<file path="src/rtl/bin_to_bcd_seq.sv">
// Sequential binary-to-BCD converter (shift-add-3). Feeds the 8-digit
// seven-segment driver with packed BCD digits and a leading-zero mask.

// Per-digit add-3 correction applied before each shift.
// Inputs never exceed 9, so the result always fits in 4 bits.
module bin_to_bcd_add3 (
  input  logic [3:0] nib_i,
  output logic [3:0] nib_o
);
  assign nib_o = (nib_i >= 4'd5) ? nib_i + 4'd3 : nib_i;
endmodule

module bin_to_bcd_seq #(
  parameter int INPUT_WIDTH = 16
) (
  input  logic                   clock,
  input  logic                   reset,
  input  logic                   start,
  input  logic [INPUT_WIDTH-1:0] numero_binario,
  output logic [31:0]            bcd,
  output logic [7:0]             digit_enable,
  output logic                   valid,
  output logic                   busy
);
  localparam int NUM_DIGITS = 8;
  localparam int CW = (INPUT_WIDTH < 2) ? 1 : $clog2(INPUT_WIDTH + 1);
  localparam logic [CW-1:0] LAST = CW'(INPUT_WIDTH - 1);

  typedef enum logic [1:0] {IDLE, SHIFT, DONE} state_t;

  state_t                 state_q, state_d;
  logic [INPUT_WIDTH-1:0] bin_q, bin_d;
  logic [31:0]            scratch_q, scratch_d;
  logic [CW-1:0]          cnt_q, cnt_d;
  logic [31:0]            bcd_q, bcd_d;
  logic [7:0]             den_q, den_d;
  logic                   valid_q, valid_d;

  logic [31:0]            scratch_adj;
  logic [7:0]             mask;

  // Each digit is corrected independently; no carry crosses a nibble.
  for (genvar g = 0; g < NUM_DIGITS; g++) begin : g_digit
    bin_to_bcd_add3 u_add3 (
      .nib_i (scratch_q[g*4 +: 4]),
      .nib_o (scratch_adj[g*4 +: 4])
    );
  end

  // Leading-zero mask: digit i lit if it or any higher digit is nonzero.
  always_comb begin
    logic any;
    any  = 1'b0;
    mask = '0;
    for (int i = NUM_DIGITS - 1; i >= 0; i--) begin
      any     = any | (|scratch_q[i*4 +: 4]);
      mask[i] = any;
    end
    mask[0] = 1'b1;
  end

  // Next-state and datapath: capture, INPUT_WIDTH shift steps, publish.
  always_comb begin
    state_d   = state_q;
    bin_d     = bin_q;
    scratch_d = scratch_q;
    cnt_d     = cnt_q;
    bcd_d     = bcd_q;
    den_d     = den_q;
    valid_d   = 1'b0;
    unique case (state_q)
      IDLE: begin
        if (start) begin
          bin_d     = numero_binario;
          scratch_d = '0;
          cnt_d     = '0;
          state_d   = SHIFT;
        end
      end
      SHIFT: begin
        {scratch_d, bin_d} = {scratch_adj, bin_q} << 1;
        cnt_d = cnt_q + CW'(1);
        if (cnt_q == LAST) state_d = DONE;
      end
      DONE: begin
        bcd_d   = scratch_q;
        den_d   = mask;
        valid_d = 1'b1;
        state_d = IDLE;
      end
      default: state_d = IDLE;
    endcase
  end

  // State registers; reset discards any partial conversion.
  always_ff @(posedge clock) begin
    if (reset) begin
      state_q   <= IDLE;
      bin_q     <= '0;
      scratch_q <= '0;
      cnt_q     <= '0;
      bcd_q     <= '0;
      den_q     <= 8'h01;
      valid_q   <= 1'b0;
    end else begin
      state_q   <= state_d;
      bin_q     <= bin_d;
      scratch_q <= scratch_d;
      cnt_q     <= cnt_d;
      bcd_q     <= bcd_d;
      den_q     <= den_d;
      valid_q   <= valid_d;
    end
  end

  assign bcd          = bcd_q;
  assign digit_enable = den_q;
  assign valid        = valid_q;
  assign busy         = (state_q != IDLE);
endmodule

</file>
<file path="config.mk">
export PLATFORM = sky130hd
export DESIGN_NAME = bin_to_bcd_seq
export DESIGN_NICKNAME = d
export VERILOG_FILES = /design/src/rtl/bin_to_bcd_seq.sv
export SDC_FILE = /design/constraint.sdc
export NUM_CORES = 1
export LEC_CHECK = 0
export CORE_ASPECT_RATIO = 1.25
export CORE_MARGIN = 8
export CORE_UTILIZATION = 30
export DETAILED_ROUTE_END_ITERATION = 10
export GPL_TIMING_DRIVEN = 0
export PLACE_DENSITY = 0.47
export SKIP_CTS_REPAIR_TIMING = 1
export SLEW_MARGIN = 30
export SYNTH_ARGS = -nofsm -noshare
export SYNTH_HDL_FRONTEND = slang
export SYNTH_HIERARCHICAL = 1
export SYNTH_SLANG_ARGS = --single-unit
</file>
<file path="constraint.sdc">
create_clock -name clock -period 2.1 [get_ports clock]
set_input_delay 0.315 -clock clock [delete_from_list [all_inputs] [get_ports clock]]
set_output_delay 0.315 -clock clock [all_outputs]
set_load 0.05 [all_outputs]
</file>
==> results of run 1 <==
[registers in the layout (all words and copies together) (netlist names)]
| signal | flops |
|---|---|
| bcd | 32 |
| scratch_q | 32 |
| bin_q | 16 |
| digit_enable | 7 |
| cnt_q | 5 |
| state_q | 2 |
| valid | 1 |
[placed cells by master, fill, tap and decap left out, drive strengths merged, types with 12 or more instances in the layout]
master,instances
nand2,98
dfxtp,95
clkdlybuf4s50,57
nor2,48
a21oi,42
a22o,34
clkbuf,25
inv,20
a211oi,19
ha,18
nand2b,17
buf,17
o21ai,15
o2bb2ai,12
[worst max-delay path by stage]
| stage | to | slack, ns | cells after the start |
|---|---|---|---|
| after floorplan | digit_enable[1]$_SDFFE_PP0P_ | 0.63 | 3 |
| after global placement | scratch_q[28]$_SDFFE_PP0P_ | -0.005 | 6 |
| after detailed placement | scratch_q[29]$_SDFFE_PP0P_ | -0.02 | 6 |
| after CTS | busy | -0.20 | 3 |
| after global routing | busy | 0.14 | 3 |
| final | busy | 0.23 | 3 |
[layout make-up]
| type | instances | area (um^2) |
|---|---|---|
| clock buffers | 12 | 256 |
| multi-input cells | 354 | 2150 |
| plain buffers | 30 | 134 |
| well taps | 175 | 219 |
| inverters | 20 | 75.1 |
| fillers | 1473 | 8530 |
| flip-flops and latches | 95 | 1900 |
| repair buffers | 58 | 583 |
| clock inverters | 4 | 20.0 |
[through the flow]
stage          area [um^2]  setup slack [ns]   util  setup TNS [ns]  hold slack [ns]
2_1_floorplan         4260             0.626      -               0            0.442
3_3_place_gp          5060          -0.00543  0.365        -0.00640            0.444
3_5_place_dp          5060           -0.0159  0.365         -0.0248            0.446
4_1_cts               5340            -0.197  0.385          -0.197            0.456
5_1_grt               5340             0.136  0.385               0            0.473
6_report              5340             0.231  0.385               0            0.452
[routing by layer]
metal / vias to the layer above / share of wire / track usage
met5: - / 0 / 0
met4: 0 / 0.024 / 0.0617
li1: 1862 / - / -
met2: 50 / 0.46 / 0.188
met3: 16 / 0.039 / 0.0250
met1: 1657 / 0.47 / 0.152
[worst max-delay path: stages (launching register included)]
cell and delay [ns]:
dfxtp_1 0.40, buf_2 0.24, or2_2 0.15, dlymetal6s2s_1 0.42
[power breakdown]
| group | switching, mW | total (mW) | internal (mW) | leakage [nW] |
|---|---|---|---|---|
| Combinational | 0.123 | 0.210 | 0.0872 | 1.13 |
| Clock | 0.691 | 1.55 | 0.860 | 0.142 |
| Sequential | 0.0196 | 1.85 | 1.83 | 0.770 |
| Total | 0.834 | 3.61 | 2.78 | 2.04 |
==> results.cfg, run 1 <==
[power]
peakVddDrop_uv = 273
total_power_mw = 3.61
p_per_area_nw_per_um2 = 677
leakagePower_nw = 2.04

[sta]
period_needed_ns = 1.87
tightest_slew_ns = 0.615
slew_violations = 0
timing.fmax_ghz = 0.535
fin_skew_ns = 0.00608
setup_viol = 0
timing.slew.headroom = 0.590
finalCritPeriodShare = 0.890
hold_viol = 0
grt_setup_unrepaired = no

[critical_path]
worst-r2r-setup-slack_ns = 0.43
timing.rr.start = state_q[1]$_SDFFE_PP0P_
timing.rr.end = scratch_q[29]$_SDFFE_PP0P_
startpoint_type = flip-flop
cp_data_arrival_time_ns = 1.55
startpoint = state_q[0]$_SDFFE_PP0P_
cp-end-kind = output pin
worstPathRequired_ns = 1.78
path_max_fanout = 10
worstSetupPathType = reg2out
r2r_cells = 6

[placed_design]
io_buffers = 58
gp_congestion = 0.773
place_hpwl_mm = 7.63
place_inst = 732

[grt]
grtUsageTotal = 0.120
grt_pass1_wl_mm = 17.6
gr-total-overflow = 0
antenna_found_initial = 0
grt_start_max_net_pins = 15
grt_pass1_vias = 3579

[hold_path]
hp-class = reg2reg
min-delay-start = bcd[7]$_SDFFE_PP0P_
whs_path_depth = 2
holdPathEnd = bcd[7]$_SDFFE_PP0P_

[drt]
vias = 3585
ant_nets = 0
viasPerCell = 4.79
drcViolationCount = 0
drtIter0Drc = 131
firstDrtPassIters = 4
avgRoutedWirePerCell_um = 13.9
wirelength_mm = 10.4

[finish]
drive_gt1_frac = 0.0820
final_nets = 605
insertedDiodeCount = 0
syn2layout_area_growth_pct = 25.3
instances_no_fill = 748

[die]
fp.coreArea_um2 = 13900
initial_utilization = 0.307
die_y_um = 149
rows = 48
die_x_um = 123
dieArea_um2 = 18300
io_pins = 61

[status]
status = finished clean

[synthesis]
syn_nets = 536
synth.cell_area_um2 = 4260
syn_area_per_cell_um2 = 8.54
syn_inst = 499
yosysWarnings = 6

[cts]
cts_buffers = 9
cts-htree-levels = 3
cts_buffer_depth = 2
clkLatencyLatePin_ns = 0.35
cts.clk_slew.worst_paths_ns = 0.06
root_buffer = clkbuf_16
cts.sinks = 95
cts_tree = done

[run]
maxCapViolCount = 0
Note: power is estimated with default switching activity, not from simulation.
==> run 2: changes to the inputs <==
--- a/config.mk
+++ b/config.mk
@@ -7,10 +7,10 @@
 export LEC_CHECK = 0
 export CORE_ASPECT_RATIO = 1.25
 export CORE_MARGIN = 8
-export CORE_UTILIZATION = 30
+export CORE_UTILIZATION = 54
 export DETAILED_ROUTE_END_ITERATION = 10
 export GPL_TIMING_DRIVEN = 0
-export PLACE_DENSITY = 0.47
+export PLACE_DENSITY = 0.77
 export SKIP_CTS_REPAIR_TIMING = 1
 export SLEW_MARGIN = 30
 export SYNTH_ARGS = -nofsm -noshare
==> run 2 against run 1 <==
Combinational power about the same. Global-route usage up 5.9 points. Setup slack better by 0.0050 ns. Clock-buffer cell count is 1 lower. Design area down 3.2%. Critical endpoint unchanged.
==> results.cfg, run 2 (synthesized netlist as in run 1, its figures left out) <==
[cts]
clkLatencyLatePin_ns = 0.36
cts_buffer_depth = 2
cts-htree-levels = 3
cts.clk_slew.worst_paths_ns = 0.08
cts_tree = done
cts.sinks = 95
cts_buffers = 9
root_buffer = clkbuf_8

[placed_design]
placed_area_um2 = 4960
place_inst = 652
place_hpwl_mm = 7.01
gp_congestion = 0.831
io_buffers = 58
post-place-ws_ns = 0.0271

[drt]
firstDrtPassIters = 4
drtIter0Drc = 167
avgRoutedWirePerCell_um = 14.3
wirelength_mm = 9.55
ant_nets = 0
viasPerCell = 5.49
drcViolationCount = 0
vias = 3664

[finish]
instances_no_fill = 668
drive_gt1_frac = 0.0838
insertedDiodeCount = 0
design_area_um2 = 5170
final_nets = 605
layout_common_cells = nand2_1 (98), dfxtp_1 (95), clkdlybuf4s50_1 (57), nor2_1 (47), a21oi_1 (34)
final_common_cell = nand2_1
syn2layout_area_growth_pct = 21.4

[sta]
finalCritPeriodShare = 0.887
setup_viol = 0
period_needed_ns = 1.86
fin_ws_ns = 0.236
grt_setup_unrepaired = no
tightest_slew_ns = 0.599
slew_violations = 0
timing.slew.headroom = 0.601
setup_tns_ns = 0
fin_skew_ns = 0.0115
hold_viol = 0
timing.fmax_ghz = 0.537

[grt]
gr-total-overflow = 0
antenna_found_initial = 0
grt_pass1_vias = 3554
grt-busiest-layer = met2
grtUsageTotal = 0.179
grtUsageMet3 = 0.0216
grt_start_max_net_pins = 16
use_met2 = 0.307
grt_pass1_wl_mm = 16.0
use_met1 = 0.216

[critical_path]
startpoint = state_q[0]$_SDFFE_PP0P_
timing.rr.start = scratch_q[28]$_SDFFE_PP0P_
cp_data_arrival_time_ns = 1.55
cp-end-kind = output pin
startpoint_type = flip-flop
crit_buf_inv = 2
r2r_cells = 3
critPathMaxStageDelay_ns = 0.42
crit_end = busy
worstSetupPathType = reg2out
slowest_stage = dlymetal6s2s_1
timing.rr.end = digit_enable[4]$_SDFFE_PP0P_
worstPathRequired_ns = 1.78
crit_family = buffers and inverters
worst-r2r-setup-slack_ns = 0.45
critical_path.cell_chain = buf_2 > or2_2 > dlymetal6s2s_1
cp.depth = 3
path_max_fanout = 10

[die]
die_x_um = 95.4
rows = 36
initial_utilization = 0.550
dieArea_um2 = 11000
io_pins = 61
fp.coreArea_um2 = 7750
die_y_um = 115

[status]
status = finished clean

[power]
p_per_area_nw_per_um2 = 640
leakagePower_nw = 2.01
peakVddDrop_uv = 366

[hold_path]
hp-class = reg2reg

[run]
maxCapViolCount = 0
==> run 2: cell types whose count changed in the layout (fill, tap and decap cells not counted) <==
cell | before | now
bufinv_16 | 0 | 1
clkbuf_1 | 14 | 13
clkbuf_16 | 9 | 0
clkbuf_8 | 2 | 11
clkinv_2 | 4 | 2
clkinv_4 | 0 | 1
clkinvlp_4 | 0 | 1
==> run 2: final cells by class <==
class | instances | area, um^2
clock inverter | 5 | 56.3
tap | 95 | 119
multi-input combinational | 354 | 2150
timing repair buffer | 58 | 583
fill | 670 | 2580
inverter | 20 | 75.1
buffer | 30 | 134
clock buffer | 11 | 151
sequential | 95 | 1900
==> run 2: worst min-delay path by stage <==
stage                                     start                    end  slack, ns  cells past startpoint
after floorplan           cnt_q[4]$_SDFFE_PP0P_  cnt_q[4]$_SDFFE_PP0P_       0.44                      1
after global placement     bcd[23]$_SDFFE_PP0P_   bcd[23]$_SDFFE_PP0P_       0.44                      2
after detailed placement   bcd[24]$_SDFFE_PP0P_   bcd[24]$_SDFFE_PP0P_       0.45                      2
after CTS                  bcd[24]$_SDFFE_PP0P_   bcd[24]$_SDFFE_PP0P_       0.46                      2
after global routing       bcd[24]$_SDFFE_PP0P_   bcd[24]$_SDFFE_PP0P_       0.47                      2
final                      bcd[20]$_SDFFE_PP0P_   bcd[20]$_SDFFE_PP0P_       0.46                      2
==> run 2: tightest hold or removal path, delay by kind of cell (launching register included) <==
family          cells  cell delay, ns
compound gates      1            0.05
simple gates        1            0.05
flops               1            0.31
==> run 2: routing by layer <==
layer,part of all wire,vias up
li1,-,1852
met1,0.44,1732
met2,0.50,68
met3,0.038,12
met4,0.017,0
met5,0,-
==> run 2: through the flow <==
stage | total power [mW] | utilization | hold slack (ns)
floorplan | 2.02 | - | 0.442
global placement | 2.09 | 0.640 | 0.441
detailed placement | 2.10 | 0.640 | 0.446
CTS | 3.32 | 0.667 | 0.459
global route | 3.43 | 0.667 | 0.471
finish | 3.31 | 0.667 | 0.457
==> run 2: power by group <==
group	internal [mW]	switching (mW)	total, mW
combinational	0.0872	0.121	0.208
clock	0.614	0.638	1.25
sequential	1.83	0.0199	1.85
total	2.53	0.779	3.31
